[src/rtl/serializer_8to1_if.sv]
// Byte-in / bit-out bus of the 8:1 serializer.
// slave  : the serializer itself (takes bytes, drives the serial line).
// master : the upstream byte source and serial-line observer.
interface serializer_8to1_if;
  logic [7:0] data_in;
  logic       valid_in;
  logic       ready_in;
  logic       data_out;
  logic       byte_start;
  logic       sync_done;

  modport slave (
    input  data_in,
    input  valid_in,
    output ready_in,
    output data_out,
    output byte_start,
    output sync_done
  );

  modport master (
    output data_in,
    output valid_in,
    input  ready_in,
    input  data_out,
    input  byte_start,
    input  sync_done
  );
endinterface

[src/rtl/serializer_8to1.sv]
// 8:1 byte-to-bit serializer in the clk32f domain, MSB first.
// After reset it sends COM_COUNT comma bytes for receiver alignment, then
// carries data bytes, filling empty byte slots with IDLE. One byte every
// 8 clk32f cycles, never any gap.
// Optional feature: define SERIALIZER_TXCOUNT_EN to add a saturating 16-bit
// count (tx_count) of accepted data bytes.
module serializer_8to1 #(
  parameter logic [7:0] COMMA     = 8'hBC,
  parameter logic [7:0] IDLE      = 8'h7C,
  parameter int         COM_COUNT = 4        // 1..15
) (
  input  logic               clk32f,
  input  logic               rst,            // asynchronous, active-low
  serializer_8to1_if.slave   bus
`ifdef SERIALIZER_TXCOUNT_EN
  ,
  output logic [15:0]        tx_count
`endif
);

  typedef enum logic {SYNC, ACTIVE} state_t;

  state_t     state, state_next;
  logic [7:0] sh;
  logic [2:0] bit_cnt;
  logic [3:0] com_cnt;
  logic [7:0] load_byte;
  logic       boundary;
  logic       last_comma;
  logic       accept;

  // bit_cnt==7 means the last bit of the current byte is on the line, so the
  // next edge loads a fresh byte.
  assign boundary   = (bit_cnt == 3'd7);
  assign last_comma = (com_cnt == 4'(COM_COUNT - 1));
  assign accept     = bus.ready_in && bus.valid_in;

  // State register: SYNC until the last comma is loaded, then ACTIVE until reset.
  // NOTE: sequential state uses non-blocking assignments so every register
  // samples the pre-edge values of the others, independent of block order.
  always_ff @(posedge clk32f or negedge rst) begin
    if (!rst) state <= SYNC;
    else      state <= state_next;
  end

  // Next state and byte selection for the coming boundary.
  // NOTE: every output of this block gets a default first, so no path can
  // leave a variable unassigned and infer a latch.
  always_comb begin
    state_next = state;
    load_byte  = IDLE;
    case (state)
      SYNC: begin
        load_byte = COMMA;
        if (boundary && last_comma) state_next = ACTIVE;
      end
      ACTIVE: begin
        if (bus.valid_in) load_byte = bus.data_in;
      end
      default: state_next = SYNC;
    endcase
  end

  // Shift register and counters: load at a boundary, otherwise shift left.
  // NOTE: all state here is plain flops (no memory array), so all of it is
  // put into a known value by the asynchronous reset.
  always_ff @(posedge clk32f or negedge rst) begin
    if (!rst) begin
      sh      <= 8'h00;
      bit_cnt <= 3'd7;
      com_cnt <= 4'd0;
    end else if (boundary) begin
      sh      <= load_byte;
      bit_cnt <= 3'd0;
      if (state == SYNC) com_cnt <= com_cnt + 4'd1;
    end else begin
      sh      <= {sh[6:0], 1'b0};
      bit_cnt <= bit_cnt + 3'd1;
    end
  end

  assign bus.data_out   = sh[7];
  assign bus.byte_start = (bit_cnt == 3'd0);
  assign bus.sync_done  = (state == ACTIVE);
  assign bus.ready_in   = (state == ACTIVE) && boundary;

`ifdef SERIALIZER_TXCOUNT_EN
  // Count accepted data bytes, holding at all-ones.
  always_ff @(posedge clk32f or negedge rst) begin
    if (!rst)                              tx_count <= 16'h0000;
    else if (accept && tx_count != 16'hFFFF) tx_count <= tx_count + 16'd1;
  end
`else
  logic unused_accept;
  assign unused_accept = accept;
`endif

endmodule

[src/flat_wrapper.sv]
// flat-port wrapper written by rule: the top's interface ports become plain ports
module serializer_8to1_flat 
#(
  parameter logic [7:0] COMMA     = 8'hBC,
  parameter logic [7:0] IDLE      = 8'h7C,
  parameter int         COM_COUNT = 4                
)
  (clk32f, rst, bus_data_in, bus_valid_in, bus_ready_in, bus_data_out, bus_byte_start, bus_sync_done);
  serializer_8to1_if bus_i ();
  input  logic clk32f;
  input  logic rst;
  input wire logic [$bits(bus_i.data_in)-1:0] bus_data_in;
  input wire logic [$bits(bus_i.valid_in)-1:0] bus_valid_in;
  output wire logic [$bits(bus_i.ready_in)-1:0] bus_ready_in;
  output wire logic [$bits(bus_i.data_out)-1:0] bus_data_out;
  output wire logic [$bits(bus_i.byte_start)-1:0] bus_byte_start;
  output wire logic [$bits(bus_i.sync_done)-1:0] bus_sync_done;
  assign bus_i.data_in = bus_data_in;
  assign bus_i.valid_in = bus_valid_in;
  assign bus_ready_in = bus_i.ready_in;
  assign bus_data_out = bus_i.data_out;
  assign bus_byte_start = bus_i.byte_start;
  assign bus_sync_done = bus_i.sync_done;
  serializer_8to1 #(.COMMA(COMMA), .IDLE(IDLE), .COM_COUNT(COM_COUNT)) u_core (.clk32f(clk32f), .rst(rst), .bus(bus_i));
endmodule
[config.mk]
export PLATFORM = sky130hd
export DESIGN_NAME = serializer_8to1_flat
export DESIGN_NICKNAME = d
export VERILOG_FILES = /design/src/rtl/serializer_8to1_if.sv /design/src/rtl/serializer_8to1.sv /design/src/flat_wrapper.sv
export SDC_FILE = /design/constraint.sdc
export NUM_CORES = 1
export LEC_CHECK = 0
export BUFFER_PORTS_ARGS = -buffer_cell sky130_fd_sc_hd__buf_4
export CAP_MARGIN = 20
export CORE_UTILIZATION = 28
export CTS_CLUSTER_DIAMETER = 200
export CTS_CLUSTER_SIZE = 24
export DETAILED_ROUTE_END_ITERATION = 12
export GPL_ROUTABILITY_DRIVEN = 0
export PLACE_DENSITY = 0.46
export SLEW_MARGIN = 10
export SYNTH_ARGS = -nofsm -noshare
export SYNTH_HDL_FRONTEND = slang
export SYNTH_SLANG_ARGS = --single-unit
[constraint.sdc]
create_clock -name clk32f -period 1.5 [get_ports clk32f]
set_input_delay 0.225 -clock clk32f [delete_from_list [all_inputs] [get_ports clk32f]]
set_output_delay 0.225 -clock clk32f [all_outputs]
set_load 0.01 [all_outputs]
==> impl_metrics.yaml, run 1 <==
place:
  dp_slack_ps: 53.58
  port_buffers: 14
  dp_cells: 105
  dp_hpwl_um: 827.5
timing:
  fin_ws_ps: -74.88
  drv_slew: 0
  fin_tns_setup_ps: -189.2
  post-route-period-util_pct: 105.0
  hold_viol: 0
  fmax_ghz: 0.6350
  rsz0062_at_grt: "yes"
  fin_skew_ps: 1.835
  period_minus_slack_ps: 1575
  relSlewSlack_pct: 80.54
  worst_slew_pin_slew_ps: 291.9
  setup_viol: 4
route:
  totalWireLength_um: 1210
  wl_per_cell_um: 10.80
  via_per_inst: 4.393
  drc: 0
  antenna_left: 0
  drtIter0Drc: 3
  firstDrtPassIters: 4
  vias: 492
die:
  design.core.area_um2: 2276
  die_h_um: 51.85
  num_io_pins: 15
  initial_core_util_pct: 30.57
  rows: 17
  die_x_um: 51.85
  die_area_um2: 2688
synth:
  yosys_warnings: 0
  synthAdderAreaFrac_pct: 8.993
  synth-compound-area-share_pct: 7.734
  syn_inst: 63
  ys_top_cells_by_area: "dfrtp_1, dfstp_2, ha_1"
  syn_area_um2: 695.7
  synthMuxAreaShare_pct: 1.619
  synth_top_family_by_area: "simple AND/OR/NAND/NOR gates"
  avgSynthCellArea_um2: 11.04
  syn_nets: 79
  ys_types: 21
  yosysTopAreaCellShare_pct: 46.76
  synth_xor_area_share_pct: 3.777
  yosysSeqAreaShare_pct: 58.09
  synth-seq-cells: 16
  yosys.area.top_type: "dfrtp_1"
  synth_simple_gate_area_share_pct: 14.75
layout:
  nets: 101
  area_growth_pct: 34.17
  final_cells: 112
  diodes: 0
  fin_util_pct: 41.01
  final_common_cell: "buf_4"
  final_layout_size_suffix_gt1_share_pct: 39.29
  final_cell_mix: "buf_4, dfrtp_1, nor2_1"
  nFillCells: 222
clock_tree:
  cts_num_sinks: 16
  cts-root-buf: "clkbuf_4"
  numCtsBuffers: 3
  clk_path_buf_depth: 2
  cts_tree: "done"
  ctsHtreeMaxLevel: 1
  clk_latency_ps: 280
  clk_pin_slew_ps: 90
outcome:
  status: "finished, violations left"
  violations: "setup timing"
hold_path:
  holdPathStages: 3
  min_path_type: "in2reg"
setup_path:
  critical_path.max_fanout: 3
  cp-endpoint: "bus_ready_in"
  required_ps: 1270
  r2r_slack_ps: -60
  startpoint_type: "register"
  reg2regPathDepth: 5
  critical_path_class: "reg2out"
  startpoint: "u_core.bit_cnt[0]$_DFF_PN1_"
  rr_startpoint: "u_core.bit_cnt[0]$_DFF_PN1_"
  critPathCaptureType: "output pin"
  reg2reg_to: "u_core.com_cnt[1]$_DFFE_PN0P_"
  crit_arrival_ps: 1350
global_routing:
  grt_pass1_vias: 467
  grt_usage_pct: 10.88
  grt_start_max_net_pins: 17
  grt_pass1_wl_um: 2014
  overflow: 0
  antenna_found_initial: 0
pwr:
  fin_total_pwr_mw: 0.7689
  total_leakage_power_nw: 0.4475
  power_density_nw_per_um2: 823.7
  max-vdd-ir-drop_uv: 535.7
run:
  max_cap_violations: 0
==> through the flow <==
stage | hold slack (ps) | instance area (um2)
4_1_cts | 147.8 | 930.9
5_1_grt | 139.9 | 933.4
2_1_floorplan | -70.59 | 724.4
3_5_place_dp | 96.33 | 863.3
6_report | 161.6 | 933.4
3_3_place_gp | 96.07 | 863.3
==> report_power, final <==
group	leakage, nW	switching, mW	internal, mW
clock	0.0210	0.131	0.148
sequential	0.182	0.00241	0.441
combinational	0.244	0.0216	0.0250
total	0.448	0.155	0.613
==> critical path, cell delays in order (launching register included) <==
cell and delay, ps:
dfstp_2 580, ha_4 150, ha_4 120, and2_4 130, buf_6 90
==> Yosys cell counts <==
cell       n
dfrtp_1   13
nor2_1    12
ha_1       5
inv_1      5
nand2_1    5
a21oi_1    4
dfstp_2    3
nor2b_1    2
xnor2_1    2
a31o_2     1
a31oi_1    1
and2_1     1
buf_2      1
buf_6      1
mux2_2     1
nand4_1    1
nor2b_4    1
o211ai_1   1
o21ai_0    1
o22ai_1    1
xor2_1     1
==> layout make-up <==
| type | instances | area (um2) | share of cell area (%) |
|---|---|---|---|
| inverter | 5 | 18.77 | 2.011 |
| clock buffer | 4 | 36.28 | 3.887 |
| tap | 28 | 35.03 | 3.753 |
| timing repair buffer | 19 | 148.9 | 15.95 |
| multi-input combinational | 40 | 290.3 | 31.10 |
| sequential | 16 | 404.1 | 43.30 |
==> worst min path at each step <==
stage | from | to | slack, ps
6_report | bus_data_in[0] | u_core.sh[0]$_DFF_PN0_ | 160
5_1_grt | bus_data_in[0] | u_core.sh[0]$_DFF_PN0_ | 140
4_1_cts | bus_data_in[0] | u_core.sh[0]$_DFF_PN0_ | 150
3_5_place_dp | rst | u_core.sh[1]$_DFF_PN0_ | 100
3_3_place_gp | rst | u_core.sh[2]$_DFF_PN0_ | 100
2_1_floorplan | rst | u_core.bus.sync_done$_DFF_PN0_ | -70
==> sequential cells by signal (all words and copies together) (netlist names) <==
| signal | flops |
|---|---|
| u_core.sh | 8 |
| u_core.com_cnt | 4 |
| u_core.bit_cnt | 3 |
| u_core.bus.sync_done | 1 |
==> cells by family after synthesis <==
group,count (synthesis)
AO/OA/AOI/OAI,9
XOR/XNOR,3
adder cells (fa/ha/maj),5
buffers and inverters,7
flip-flops,16
multiplexers,1
AND/OR/NAND/NOR,22
==> repair_timing <==
action                                  CTS  global route
resized for setup                         2             2
hold buffers                              1             0
hold endpoints to repair                 13             0
pin swaps                                 3             3
setup buffers                             2             0
endpoints found under the setup margin    2             5
==> per-layer routing <==
layer / up-vias / share of wire, % / GRT usage [%]
met1: 233 / 45 / 12.13
li1: 243 / - / -
met3: 0 / 6.9 / 6.140
met5: - / 0 / 0
met4: 0 / 0 / 2.703
met2: 16 / 48 / 17.74
Power figures use the tool's default switching activity.
==> run 2: changes to the inputs <==
--- a/config.mk
+++ b/config.mk
@@ -5,11 +5,13 @@
 export SDC_FILE = /design/constraint.sdc
 export NUM_CORES = 1
 export LEC_CHECK = 0
+export ABC_AREA = 1
 export BUFFER_PORTS_ARGS = -buffer_cell sky130_fd_sc_hd__buf_4
 export CAP_MARGIN = 20
+export CORE_MARGIN = 3
 export CORE_UTILIZATION = 28
 export CTS_CLUSTER_DIAMETER = 200
-export CTS_CLUSTER_SIZE = 24
+export CTS_CLUSTER_SIZE = 12
 export DETAILED_ROUTE_END_ITERATION = 12
 export GPL_ROUTABILITY_DRIVEN = 0
 export PLACE_DENSITY = 0.46
==> run 2 against run 1 <==
The run still ends with setup timing left. Global-route usage fell by 0.48 points. Largest power group unchanged. Final cell count rose by 21%. Worst hold slack improved by 11 ps. Largest cell class unchanged. Synthesized area rose by 5.4%. Clock skew increased by 2.1 ps.
==> impl_metrics.yaml, run 2 <==
synth:
  yosys-top-cells-count: "nor2_1, dfrtp_1, nand2_1"
  ys_async_sr_fraction_pct: 100.0
  synthFlopType: "dfrtp_1"
  syn_inst: 78
  yosysTopAreaCellShare_pct: 44.37
  syn_nets: 94
  synth_most_common_cell: "nor2_1"
  yosysSeqAreaShare_pct: 55.12
  yosys_warnings: 0
  synth_edf_count: 0
  avgSynthCellArea_um2: 9.400
  syn_area_um2: 733.2
  ys_top_cells_by_area: "dfrtp_1, dfstp_2, ha_1"
  yosys.area.top_type: "dfrtp_1"
  synth-seq-cells: 16
  ys_types: 18
die:
  die_x_um: 57.17
  die_area_um2: 3268
  die_h_um: 57.17
  initial_core_util_pct: 31.34
  num_io_pins: 15
  rows: 17
  design.core.area_um2: 2340
route:
  antenna_left: 0
  drtIter0Drc: 7
  wl_per_cell_um: 11.24
  drc: 0
  totalWireLength_um: 1517
  firstDrtPassIters: 4
  vias: 586
  via_per_inst: 4.341
pwr:
  seq_power_share_pct: 57.1
  p_sw_mw: 0.1622
  p_int_mw: 0.6144
  clkPwrFrac_pct: 36.6
  power_density_nw_per_um2: 735.5
  p_sw_share_pct: 20.89
  comb_power_share_pct: 6.4
  max-vdd-ir-drop_uv: 557.4
  total_leakage_power_nw: 0.5449
layout:
  largest_reg_flops: 8
  final_cells: 135
  nFillCells: 243
  final_cell_mix: "buf_4, nor2_1, dfrtp_1"
  finalInstanceArea_um2: 1056
  reg.largest.list: "u_core.sh x8, u_core.com_cnt x4, u_core.bit_cnt x3"
  regMostFlops: "u_core.sh"
  nets: 124
  area_growth_pct: 44.03
  final_common_cell: "buf_4"
  diodes: 0
  final_layout_size_suffix_gt1_share_pct: 42.06
timing:
  post-route-period-util_pct: 104.7
  drv_slew: 0
  fmax_ghz: 0.6367
  setup_viol: 2
  period_minus_slack_ps: 1571
  fin_ws_ps: -70.72
  whs_ps: 172.9
  relSlewSlack_pct: 85.94
  fin_skew_ps: 3.924
  hold_viol: 0
  rsz0062_at_grt: "yes"
  worst_slew_pin_slew_ps: 210.9
clock_tree:
  clk_path_buf_depth: 2
  clk_latency_ps: 290
  clk_pin_slew_ps: 90
  cts_num_sinks: 16
  cts_tree: "done"
  numCtsBuffers: 3
  cts-root-buf: "clkbuf_4"
  ctsHtreeMaxLevel: 1
setup_path:
  reg2regPathDepth: 7
  r2r_slack_ps: 60
  critical_path_class: "reg2out"
  startpoint_type: "register"
  crit_arrival_ps: 1350
  required_ps: 1270
  cp-endpoint: "bus_ready_in"
  critPathCaptureType: "output pin"
  startpoint: "u_core.bit_cnt[0]$_DFF_PN1_"
  critical_path.max_fanout: 2
  rr_startpoint: "u_core.bit_cnt[0]$_DFF_PN1_"
  reg2reg_to: "u_core.sh[1]$_DFF_PN0_"
run:
  max_cap_violations: 0
global_routing:
  grt_usage_pct: 10.40
  overflow: 0
  grt_start_max_net_pins: 17
  grt_pass1_wl_um: 2594
  grt_pass1_vias: 619
  antenna_found_initial: 0
place:
  dp_hpwl_um: 1068
  dpl_cell_area_um2: 899.6
  dp_slack_ps: -1.908
  dp_cells: 124
  port_buffers: 14
outcome:
  status: "finished, violations left"
  violations: "setup timing"
hold_path:
  hp-start: "bus_data_in[0]"
  min_path_type: "in2reg"
==> run 2: changes by cell type after synthesis, moves of 2 or more <==
| cell | delta |
|---|---|
| nor2_1 | +2 |
| nor2b_1 | -2 |
| inv_2 | +2 |
| o21ai_1 | +2 |
| nand2_1 | +7 |
| nand2_4 | +2 |
| nand3_1 | +4 |
| inv_1 | +4 |
| xnor2_1 | -2 |
==> run 2: power by group through the flow <==
stage / registers, mW / clock network [mW] / logic [mW]
6_report: 0.443 / 0.284 / 0.0494
5_1_grt: 0.444 / 0.314 / 0.0560
4_1_cts: 0.443 / 0.302 / 0.0496
3_5_place_dp: 0.452 / 0 / 0.0474
3_3_place_gp: 0.451 / 0 / 0.0473
2_1_floorplan: 0.452 / 0 / 0.0123
==> run 2: final cells by class <==
cell class / count / area, um2 / area share [%]
well taps: 28 / 35.03 / 3.318
clock buffers: 4 / 36.28 / 3.436
inverters: 12 / 52.55 / 4.976
multi-input cells: 49 / 315.3 / 29.86
flip-flops and latches: 16 / 404.1 / 38.27
repair buffers: 26 / 212.7 / 20.14
==> run 2: metal layers <==
metal | global-route usage, % | vias up | routed length [um]
met5 | 0 | - | 0
met2 | 17.78 | 17 | 701
met1 | 11.05 | 268 | 673
met4 | 2.980 | 0 | 13
met3 | 5.656 | 2 | 129
li1 | - | 299 | -
==> run 2: worst min path at each step <==
| stage | endpoint | slack (ps) | cells past startpoint |
|---|---|---|---|
| final | u_core.sh[0]$_DFF_PN0_ | 170 | 3 |
| after global routing | u_core.sh[0]$_DFF_PN0_ | 170 | 3 |
| after CTS | u_core.sh[0]$_DFF_PN0_ | 170 | 3 |
| after detailed placement | u_core.sh[2]$_DFF_PN0_ | 100 | 1 |
| after global placement | u_core.sh[3]$_DFF_PN0_ | 100 | 1 |
| after floorplan | u_core.bus.sync_done$_DFF_PN0_ | -70 | 0 |
==> run 2: through the flow <==
step           utilization, %  total power, mW  TNS (ps)
2_1_floorplan               -           0.4641         0
3_3_place_gp            38.45           0.4987         0
3_5_place_dp            38.45           0.4989    -1.908
4_1_cts                 43.74           0.7952    -161.4
5_1_grt                 45.13           0.8140    -260.7
6_report                45.13           0.7767    -133.8
==> run 2: cells by family (layout without fill, tap and decap cells) <==
logic type	Yosys count	in the layout	share of synthesized area (%)
compound gates	9	9	6.484
xor+xnor	1	1	1.195
fa+ha+maj	5	5	8.532
buf+inv	13	42	8.021
flops	16	16	55.12
simple gates	34	34	20.65
==> run 2: worst max-delay path: stages (launching register included) <==
cell,delay (ps)
dfstp_2,570
ha_4,150
ha_4,140
nand2_4,50
inv_4,50
buf_6,90
==> run 2: what timing repair did <==
action	in CTS	in global routing
setup buffers	4	2
gates resized for setup	11	5
hold endpoints to repair	13	0
hold buffers	1	0
pin swaps	3	4
setup endpoints to repair	2	2
